**src/rtl/i2c_pkg.sv**
```systemverilog
// Shared types and default timing for the I2C bus scheduler and its line monitor.
package i2c_pkg;

    typedef enum logic [2:0] {
        S_IDLE,
        S_WAIT_START,
        S_ACTIVE,
        S_EXT_BUSY,
        S_BUF
    } sched_state_t;

    localparam int DEF_N_CTRL       = 3;
    localparam int DEF_T_BUF_CYC    = 50;
    localparam int DEF_START_TO_CYC = 1000;
    localparam int DEF_STUCK_TO_CYC = 10000;

endpackage

```
**src/rtl/i2c_line_monitor.sv**
```systemverilog
// Synchronises the resolved SDA/SCL lines and flags START/STOP conditions.
// Detection pulses appear 3 clk after the pin edge; reusable by the I2C peripheral.
module i2c_line_monitor (
    input  logic clk,
    input  logic rst,
    input  logic sda,
    input  logic scl,
    output logic start_det,
    output logic stop_det,
    output logic scl_level
);

    logic [1:0] sda_sync;
    logic [1:0] scl_sync;
    logic       sda_hist;
    logic       scl_hist;

    // NOTE: sequential state uses non-blocking assignments so every flop samples pre-edge values.
    always_ff @(posedge clk) begin
        if (rst) begin
            // Idle I2C lines are high, so presetting to 1 avoids a false edge out of reset.
            sda_sync  <= 2'b11;
            scl_sync  <= 2'b11;
            sda_hist  <= 1'b1;
            scl_hist  <= 1'b1;
            start_det <= 1'b0;
            stop_det  <= 1'b0;
        end else begin
            sda_sync  <= {sda_sync[0], sda};
            scl_sync  <= {scl_sync[0], scl};
            sda_hist  <= sda_sync[1];
            scl_hist  <= scl_sync[1];
            start_det <= sda_hist & ~sda_sync[1] & scl_hist & scl_sync[1];
            stop_det  <= ~sda_hist & sda_sync[1] & scl_hist & scl_sync[1];
        end
    end

    assign scl_level = scl_sync[1];

endmodule

```
**src/rtl/i2c_bus_scheduler.sv**
```systemverilog
// Round-robin owner selection for a shared I2C bus with bus-free time,
// start timeout and stuck-SCL recovery.
module i2c_bus_scheduler
    import i2c_pkg::*;
#(
    parameter int N_CTRL       = DEF_N_CTRL,
    parameter int T_BUF_CYC    = DEF_T_BUF_CYC,
    parameter int START_TO_CYC = DEF_START_TO_CYC,
    parameter int STUCK_TO_CYC = DEF_STUCK_TO_CYC
) (
    input  logic                      clk,
    input  logic                      rst,
    input  logic                      SDA,
    input  logic                      SCL,
    input  logic [N_CTRL-1:0]         req,
    input  logic                      err_clr,
    output logic [N_CTRL-1:0]         gnt,
    output logic [$clog2(N_CTRL)-1:0] owner_id,
    output logic                      owner_vld,
    output logic                      bus_busy,
    output logic                      timeout_err,
    output logic                      stuck_err
);

    localparam int ID_W    = $clog2(N_CTRL);
    localparam int START_W = $clog2(START_TO_CYC + 1);
    localparam int STUCK_W = $clog2(STUCK_TO_CYC + 1);
    localparam int BUF_W   = $clog2(T_BUF_CYC + 1);

    localparam logic [START_W-1:0] START_MAX = START_W'(START_TO_CYC);
    localparam logic [STUCK_W-1:0] STUCK_MAX = STUCK_W'(STUCK_TO_CYC);
    localparam logic [BUF_W-1:0]   BUF_LAST  = BUF_W'(T_BUF_CYC - 1);
    localparam logic [ID_W-1:0]    LAST_ID   = ID_W'(N_CTRL - 1);

    logic start_det, stop_det, scl_level;

    i2c_line_monitor u_line_monitor (
        .clk       (clk),
        .rst       (rst),
        .sda       (SDA),
        .scl       (SCL),
        .start_det (start_det),
        .stop_det  (stop_det),
        .scl_level (scl_level)
    );

    sched_state_t       state_q, state_d;
    logic [ID_W-1:0]    rr_ptr_q, rr_ptr_d;
    logic [ID_W-1:0]    owner_q, owner_d;
    logic               vld_q, vld_d;
    logic               busy_q, busy_d;
    logic               timeout_q, timeout_d;
    logic               stuck_q, stuck_d, stuck_set;
    logic [START_W-1:0] start_cnt_q, start_cnt_d;
    logic [STUCK_W-1:0] stuck_cnt_q, stuck_cnt_d;
    logic [BUF_W-1:0]   buf_cnt_q, buf_cnt_d;

    logic               pick_vld;
    logic [ID_W-1:0]    pick_idx;
    logic [ID_W-1:0]    cand;
    logic [ID_W-1:0]    next_ptr;
    int                 idx;

    // Scan downwards so the requester closest to rr_ptr is the last one written.
    always_comb begin
        pick_vld = 1'b0;
        pick_idx = '0;
        idx      = 0;
        cand     = '0;
        for (int i = N_CTRL - 1; i >= 0; i--) begin
            idx  = (int'(rr_ptr_q) + i) % N_CTRL;
            cand = ID_W'(idx);
            if (req[cand]) begin
                pick_vld = 1'b1;
                pick_idx = cand;
            end
        end
    end

    assign next_ptr = (owner_q == LAST_ID) ? '0 : owner_q + ID_W'(1);

    // NOTE: every signal gets a default before the case so no latch is inferred.
    always_comb begin
        state_d     = state_q;
        rr_ptr_d    = rr_ptr_q;
        owner_d     = owner_q;
        vld_d       = vld_q;
        timeout_d   = 1'b0;
        stuck_set   = 1'b0;
        start_cnt_d = '0;
        stuck_cnt_d = '0;
        buf_cnt_d   = '0;
        busy_d      = busy_q;

        if (start_det)     busy_d = 1'b1;
        else if (stop_det) busy_d = 1'b0;

        case (state_q)
            S_IDLE: begin
                if (start_det) begin
                    state_d = S_EXT_BUSY;
                end else if (pick_vld) begin
                    owner_d = pick_idx;
                    vld_d   = 1'b1;
                    state_d = S_WAIT_START;
                end
            end
            S_WAIT_START: begin
                if (start_det) begin
                    state_d = S_ACTIVE;
                end else if (!req[owner_q] || start_cnt_q == START_MAX) begin
                    timeout_d = req[owner_q];
                    vld_d     = 1'b0;
                    rr_ptr_d  = next_ptr;
                    state_d   = S_IDLE;
                end else begin
                    start_cnt_d = start_cnt_q + START_W'(1);
                end
            end
            S_ACTIVE: begin
                if (stop_det) begin
                    vld_d    = 1'b0;
                    rr_ptr_d = next_ptr;
                    state_d  = S_BUF;
                end else if (stuck_cnt_q == STUCK_MAX) begin
                    stuck_set = 1'b1;
                    vld_d     = 1'b0;
                    state_d   = S_EXT_BUSY;
                end else if (!scl_level) begin
                    stuck_cnt_d = stuck_cnt_q + STUCK_W'(1);
                end
            end
            S_EXT_BUSY: begin
                if (stop_det) state_d = S_BUF;
            end
            S_BUF: begin
                if (start_det)                  state_d = S_EXT_BUSY;
                else if (buf_cnt_q == BUF_LAST) state_d = S_IDLE;
                else                            buf_cnt_d = buf_cnt_q + BUF_W'(1);
            end
            default: state_d = S_IDLE;
        endcase

        stuck_d = stuck_set ? 1'b1 : (err_clr ? 1'b0 : stuck_q);
    end

    always_ff @(posedge clk) begin
        if (rst) begin
            state_q     <= S_IDLE;
            rr_ptr_q    <= '0;
            owner_q     <= '0;
            vld_q       <= 1'b0;
            busy_q      <= 1'b0;
            timeout_q   <= 1'b0;
            stuck_q     <= 1'b0;
            start_cnt_q <= '0;
            stuck_cnt_q <= '0;
            buf_cnt_q   <= '0;
        end else begin
            state_q     <= state_d;
            rr_ptr_q    <= rr_ptr_d;
            owner_q     <= owner_d;
            vld_q       <= vld_d;
            busy_q      <= busy_d;
            timeout_q   <= timeout_d;
            stuck_q     <= stuck_d;
            start_cnt_q <= start_cnt_d;
            stuck_cnt_q <= stuck_cnt_d;
            buf_cnt_q   <= buf_cnt_d;
        end
    end

    assign gnt         = vld_q ? (N_CTRL'(1) << owner_q) : '0;
    assign owner_id    = owner_q;
    assign owner_vld   = vld_q;
    assign bus_busy    = busy_q;
    assign timeout_err = timeout_q;
    assign stuck_err   = stuck_q;

endmodule
```
**config.mk**
```make
export PLATFORM = sky130hd
export DESIGN_NAME = i2c_bus_scheduler
export DESIGN_NICKNAME = d
export VERILOG_FILES = /design/src/rtl/i2c_pkg.sv /design/src/rtl/i2c_line_monitor.sv /design/src/rtl/i2c_bus_scheduler.sv
export SDC_FILE = /design/constraint.sdc
export NUM_CORES = 1
export LEC_CHECK = 0
export ABC_AREA = 1
export ABC_CLOCK_PERIOD_IN_PS = 4700
export BUFFER_PORTS_ARGS = -buffer_cell sky130_fd_sc_hd__buf_2
export CAP_MARGIN = 20
export CORE_ASPECT_RATIO = 0.6
export CORE_MARGIN = 10
export CORE_UTILIZATION = 50
export CTS_BUF_LIST = sky130_fd_sc_hd__clkbuf_2 sky130_fd_sc_hd__clkbuf_4 sky130_fd_sc_hd__clkbuf_8
export CTS_CLUSTER_DIAMETER = 80
export DETAILED_ROUTE_END_ITERATION = 10
export PLACE_DENSITY = 0.72
export SYNTH_ARGS = -nofsm -noshare
export SYNTH_HDL_FRONTEND = slang
export SYNTH_HIERARCHICAL = 1
export SYNTH_SLANG_ARGS = --single-unit
```
**constraint.sdc**
```tcl
create_clock -name clk -period 4.7 [get_ports clk]
set_input_delay 0.47 -clock clk [delete_from_list [all_inputs] [get_ports clk]]
set_output_delay 0.47 -clock clk [all_outputs]
set_load 0.01 [all_outputs]
```
=== Word level (Yosys, flattened, before mapping) ===
Index checks and enable logic that the tools add are counted.

* Logic and storage cells: 120
* Register bits: 49
* Bits of input ports: 8

* $add $sub $neg: 6
* Muxes and demuxes: 44
* Equal/unequal tests: 18
* Shift-type cells: 1
* Div/mod/pow operators: 3
* Bitwise gates (word level): 13
* Reductions and logical operators: 15
* Order comparisons: 4

{| class="wikitable"
|+ Operators by type and width
! operator !! number
|-
| $mod 32x3->32 const B || 2
|-
| $mod 3x3->32 const B || 1
|-
| $mux 3 || 10
|-
| $mux 1 || 20
|-
| $pmux 3 s5 || 1
|-
| $add 14x1->14 const B || 1
|-
| $eq 14x14->1 const B || 1
|-
| $mux 2 || 7
|-
| $lt 2x3->1 const B || 4
|-
| $ne 3x2->1 const B || 4
|-
| $reduce_or 4->1 || 3
|-
| $add 10x1->10 const B || 1
|-
| $eq 10x10->1 const B || 1
|-
| $bmux 1 s2 || 4
|-
| $ne 2x2->1 const B || 4
|-
| $not 1->1 || 7
|-
| $add 6x1->6 const B || 1
|-
| $and 1x1->1 || 6
|-
| $eq 3x2->1 const B || 2
|-
| $eq 6x6->1 const B || 1
|-
| $reduce_and 6->1 || 1
|-
| $reduce_bool 2->1 || 3
|-
| $reduce_and 5->1 || 1
|-
| $reduce_or 5->1 || 1
|-
| 16 further kinds || 17
|}

=== Longest topological paths before layout ===
* Depth after elaboration: 10
* Gate-level depth with buffers: 13
* Depth with buffers taken out: 13

=== Cells and area by module ===
The synthesis kept the hierarchy.

{| class="wikitable"
|+ Modules (own cells, without submodules)
! module !! times used !! cells each !! area each (sq um) !! sequential area each (sq um)
|-
| i2c_bus_scheduler || 1 || 307 || 2169.6 || 820.8
|-
| i2c_line_monitor || 1 || 22 || 227.7 || 160.2
|}

=== Worst setup path after synthesis ===
Ideal clock, no wire load.

* Path type: flip-flop to flip-flop
* From: reg rr_ptr_q[0]
* To: reg state_q[2]
* Period minus slack after synthesis: 1.644 ns
* Data required time: 4.587 ns
* Slack: 3.056 ns
* Setup time: 0.113 ns
* Arrival: 1.531 ns
* Stages on the path, launching flop included: 13
* Cells stage by stage: dfxtp_1 -> inv_1 -> ha_1 -> inv_1 -> nand2_1 -> nand3_1 -> nand2_1 -> nor2_1 -> nand4_1 -> inv_1 -> nor2_2 -> nor2_1 -> nor2_1

* Word-level cells in the longest chain between the ends: 9
* Elaborated cells on any way between the ends: 16
* Those cells by class: add/sub: 2; div: 3; eq/ne: 1; mux: 9; reduce/logical: 1

{| class="wikitable"
|+ RTL lines
! what !! RTL line !! RTL
|-
| start, declared || i2c_bus_scheduler.sv:48 || <nowiki>logic [ID_W-1:0] rr_ptr_q, rr_ptr_d;</nowiki>
|-
| start signal, assigned || i2c_bus_scheduler.sv:161 || <nowiki>rr_ptr_q <= rr_ptr_d;</nowiki>
|-
| $add 2x2->3 || i2c_bus_scheduler.sv:71 || <nowiki>idx = (int'(rr_ptr_q) + i) % N_CTRL;</nowiki>
|-
| $mod 32x3->32 || i2c_bus_scheduler.sv:71 ||
|-
| $bmux 1 s2 || i2c_bus_scheduler.sv:73 || <nowiki>if (req[cand]) begin</nowiki>
|-
| $mux 1 (implied by the code) || i2c_bus_scheduler.sv:73 ||
|-
| $mux 1 (2 in a row) || i2c_bus_scheduler.sv:73 ||
|-
| $mux 1 (*) || i2c_bus_scheduler.sv:73 ||
|-
| $ne 3x2->1 (no source line) (*) || - ||
|-
| $reduce_and 5->1 (no source line) (*) || - ||
|-
| end signal, assigned || i2c_bus_scheduler.sv:160 || <nowiki>state_q <= state_d;</nowiki>
|-
| end, declared || i2c_bus_scheduler.sv:47 || <nowiki>sched_state_t state_q, state_d;</nowiki>
|}

Mark *: on every way between the ends. The rest lies on a longest branch, timed or not. The select of a mux whose other input is x is not followed.
A chain may end at the register's enable or synchronous reset.

=== Worst setup path after layout ===
* From: reg rr_ptr_q[0]
* To: reg state_q[1]

Same word-level chain as after synthesis.

==> metrics.md <==
| Metric | Value |
|---|---|
| Max Transition Viols Final | 0 |
| Flops & latches, synth | 49 |
| GRT Total Usage | 12.9% |
| Gpl congestion | 0.808 |
| Min Tclk post-route | 1.89 ns |
| Top cells by area, synth | dfxtp_1 41%, nand2_1 9.1%, nor2_1 8.0% |
| Cell row count | 19 |
| Antenna violations before repair | 0 |
| Final Setup Violations | 0 |
| Largest net degree at the start of global routing | 15 |
| Port bufs | 16 |
| CTS root buffer | clkbuf_8 |
| P&R area growth vs syn | 10.5% |
| Area share of the largest cell type after synthesis | 40.9% |
| Share of layout cells above drive strength 1 | 12.3% |
| RSZ-0062 raised after global routing | no |
| # hold bufs at CTS | 0 |
| Clock Latency Late Sink | 0.30 ns |
| Post-Syn Nets | 346 |
| Worst Path Arrival | 2.09 ns |
| CTS tree | done |
| Distinct cells, synth | 30 |
| Cell Pwr Density | 443 nW/um2 |
| I/O pin cnt | 17 |
| Mapped cell area | 2400 um2 |
| Nets | 368 |
| CP Max Fanout | 4 |
| Min Hold Slack | 0.346 ns |
| Synth Warn # | 6 |
| Crit end category | flip-flop |
| DR iter-0 viols | 138 |
| Post-CTS Resized | 0 |
| Detail Route Antenna Nets | 0 |
| Final hold violations | 0 |
| Post-Synthesis Cells | 329 |
| Filler instances | 480 |
| Cell taking the most area after synthesis | dfxtp_1 |
| Syn_area_per_cell | 7.29 um2 |
| HPWL Detailed | 3.70 mm |
| Worst Skew | 0.00867 ns |
| Clock sink total | 49 |
| Pre-Repair DR Iteration Count | 4 |
| Leak | 0.00113 uW |
| Rel. slew slack | 66.7% |
| Worst EP required | 4.90 ns |
| Commonest non-fill, non-tap cell in the layout | nand2_1 |
| Crit share post-route | 40.2% |
| Clock tree buffer depth | 2 |
| Storage cell area | 981 um2 |
| Avg Vias per Cell | 4.86 |
| WL final | 4.74 mm |
| H-tree Lvls | 2 |
| Initial core utilization | 52.0% |
| Setup Fix Bufs, Post-CTS | 0 |
| Global-route wire length before repair | 8.44 mm |
| Clock slew at reported path FFs | 0.09 ns |
| Most frequent cells in the layout | 58 x nand2_1, 51 x nor2_1, 49 x dfxtp_1 |
| # Max-Cap Violations | 0 |
| Hold crit path type | primary input to flip-flop |
| Fmax | 529 MHz |
| Die height | 73.6 um |
| Outcome | finished, final reports clean |
| Worst VDD drop | 0.000356 V |
| Core Region | 4610 um2 |
| CTS buffer count | 5 |
| N_diodes | 0 |
| Die area | 8050 um2 |
| Worst setup SP type | flip-flop |
| Drc violations | 0 |
| Routed len/inst | 11.5 um |
| Pin slew with the least headroom to its limit | 0.496 ns |
| DR vias | 2012 |
| Flop2flop setup slack | 2.81 ns |
| Total negative setup slack | 0 ns |
| Vias in the first global route | 1912 |
| Footprint of the multi-input gates | 1220 um2 |
| Kind of critical path | flip-flop to flip-flop |
| Grt ovf | 0 |
| Width of the die | 109 um |
| Sequential share of the synthesized area | 40.9% |
-- per-layer routing --
| layer | routed length (um) | up-vias | GRT usage, % |
|---|---|---|---|
| met3 | 243 | 5 | 3.76 |
| met4 | 51 | 0 | 3.88 |
| met2 | 1910 | 39 | 18.6 |
| met5 | 0 | - | 0 |
| li1 | - | 1100 | - |
| met1 | 2540 | 868 | 18.0 |
-- critical path, cell delays in order (launching register included) --
cell	delay [ns]
dfxtp_1	0.34
inv_1	0.07
ha_1	0.34
inv_1	0.11
nand2_1	0.06
nand3_1	0.06
nand2_1	0.09
nor2_1	0.22
nand4_1	0.20
inv_1	0.11
nor2_2	0.05
nor2_1	0.09
nor2_1	0.05
-- layout make-up --
class                      instances  share of cell area (%)
multi-input combinational        231                    46.2
sequential                        49                    37.0
inverter                          48                    6.85
timing repair buffer              16                    3.02
tap                               63                    2.98
clock buffer                       5                    2.60
clock inverter                     2                    1.32
-- where the power goes --
part	switching, uW	internal [uW]
combinational	265	139
clock	135	155
sequential	33.0	447
total	433	742
-- cell families (layout without fill, tap and decap cells) --
group | after synthesis | in the layout | share of synthesized area (%)
fa+ha+maj | 9 | 9 | 4.70
simple gates | 179 | 179 | 35.4
xor+xnor | 9 | 9 | 3.29
flops | 49 | 49 | 40.9
buf+inv | 49 | 71 | 8.04
compound gates | 34 | 34 | 7.67
-- synthesized netlist by cell type, drive strengths merged --
library cell / count
nand2: 62
nor2: 56
dfxtp: 49
inv: 47
nand3: 28
a21oi: 18
nor3: 11
ha: 9
o21ai: 9
nand4: 8
nor3b: 7
or2: 6
xor2: 5
xnor2: 4
a31oi: 3
a211oi: 2
a21boi: 1
and3: 1
buf: 1
clkinv: 1
o21a: 1
-- registers in the layout, summed over array words and instances (netlist names) --
| register | cells |
|---|---|
| u_line_monitor/scl_hist | 1 |
| u_line_monitor/sda_sync | 2 |
| u_line_monitor/start_det | 1 |
| stuck_err | 1 |
| u_line_monitor/scl_sync | 2 |
| u_line_monitor/sda_hist | 1 |
| u_line_monitor/stop_det | 1 |
| rr_ptr_q | 2 |
| bus_busy | 1 |
| start_cnt_q | 10 |
| state_q | 3 |
| timeout_err | 1 |
| buf_cnt_q | 6 |
| stuck_cnt_q | 14 |
| owner_vld | 1 |
| owner_id | 2 |
-- through the flow --
step,instance area [um2],util [%],instances,setup WS [ns],total power (uW)
6_report,2650,57.4,414,2.81,1170
2_1_floorplan,2400,-,329,3.06,795
3_5_place_dp,2540,55.2,407,2.87,886
3_3_place_gp,2540,55.2,407,2.96,879
4_1_cts,2650,57.4,414,2.81,1180
5_1_grt,2650,57.4,414,2.54,1280
-- path summary, 6_finish.rpt --
kind,startpoint,depth (start not counted),to
setup / recovery,rr_ptr_q[0],12,state_q[1]
hold / removal,SDA,2,u_line_monitor/sda_sync[0]
setup reg to reg,rr_ptr_q[0],12,state_q[1]
hold reg to reg,u_line_monitor/sda_sync[0],1,u_line_monitor/sda_sync[1]
No activity file was read; power rests on OpenSTA's default activity.
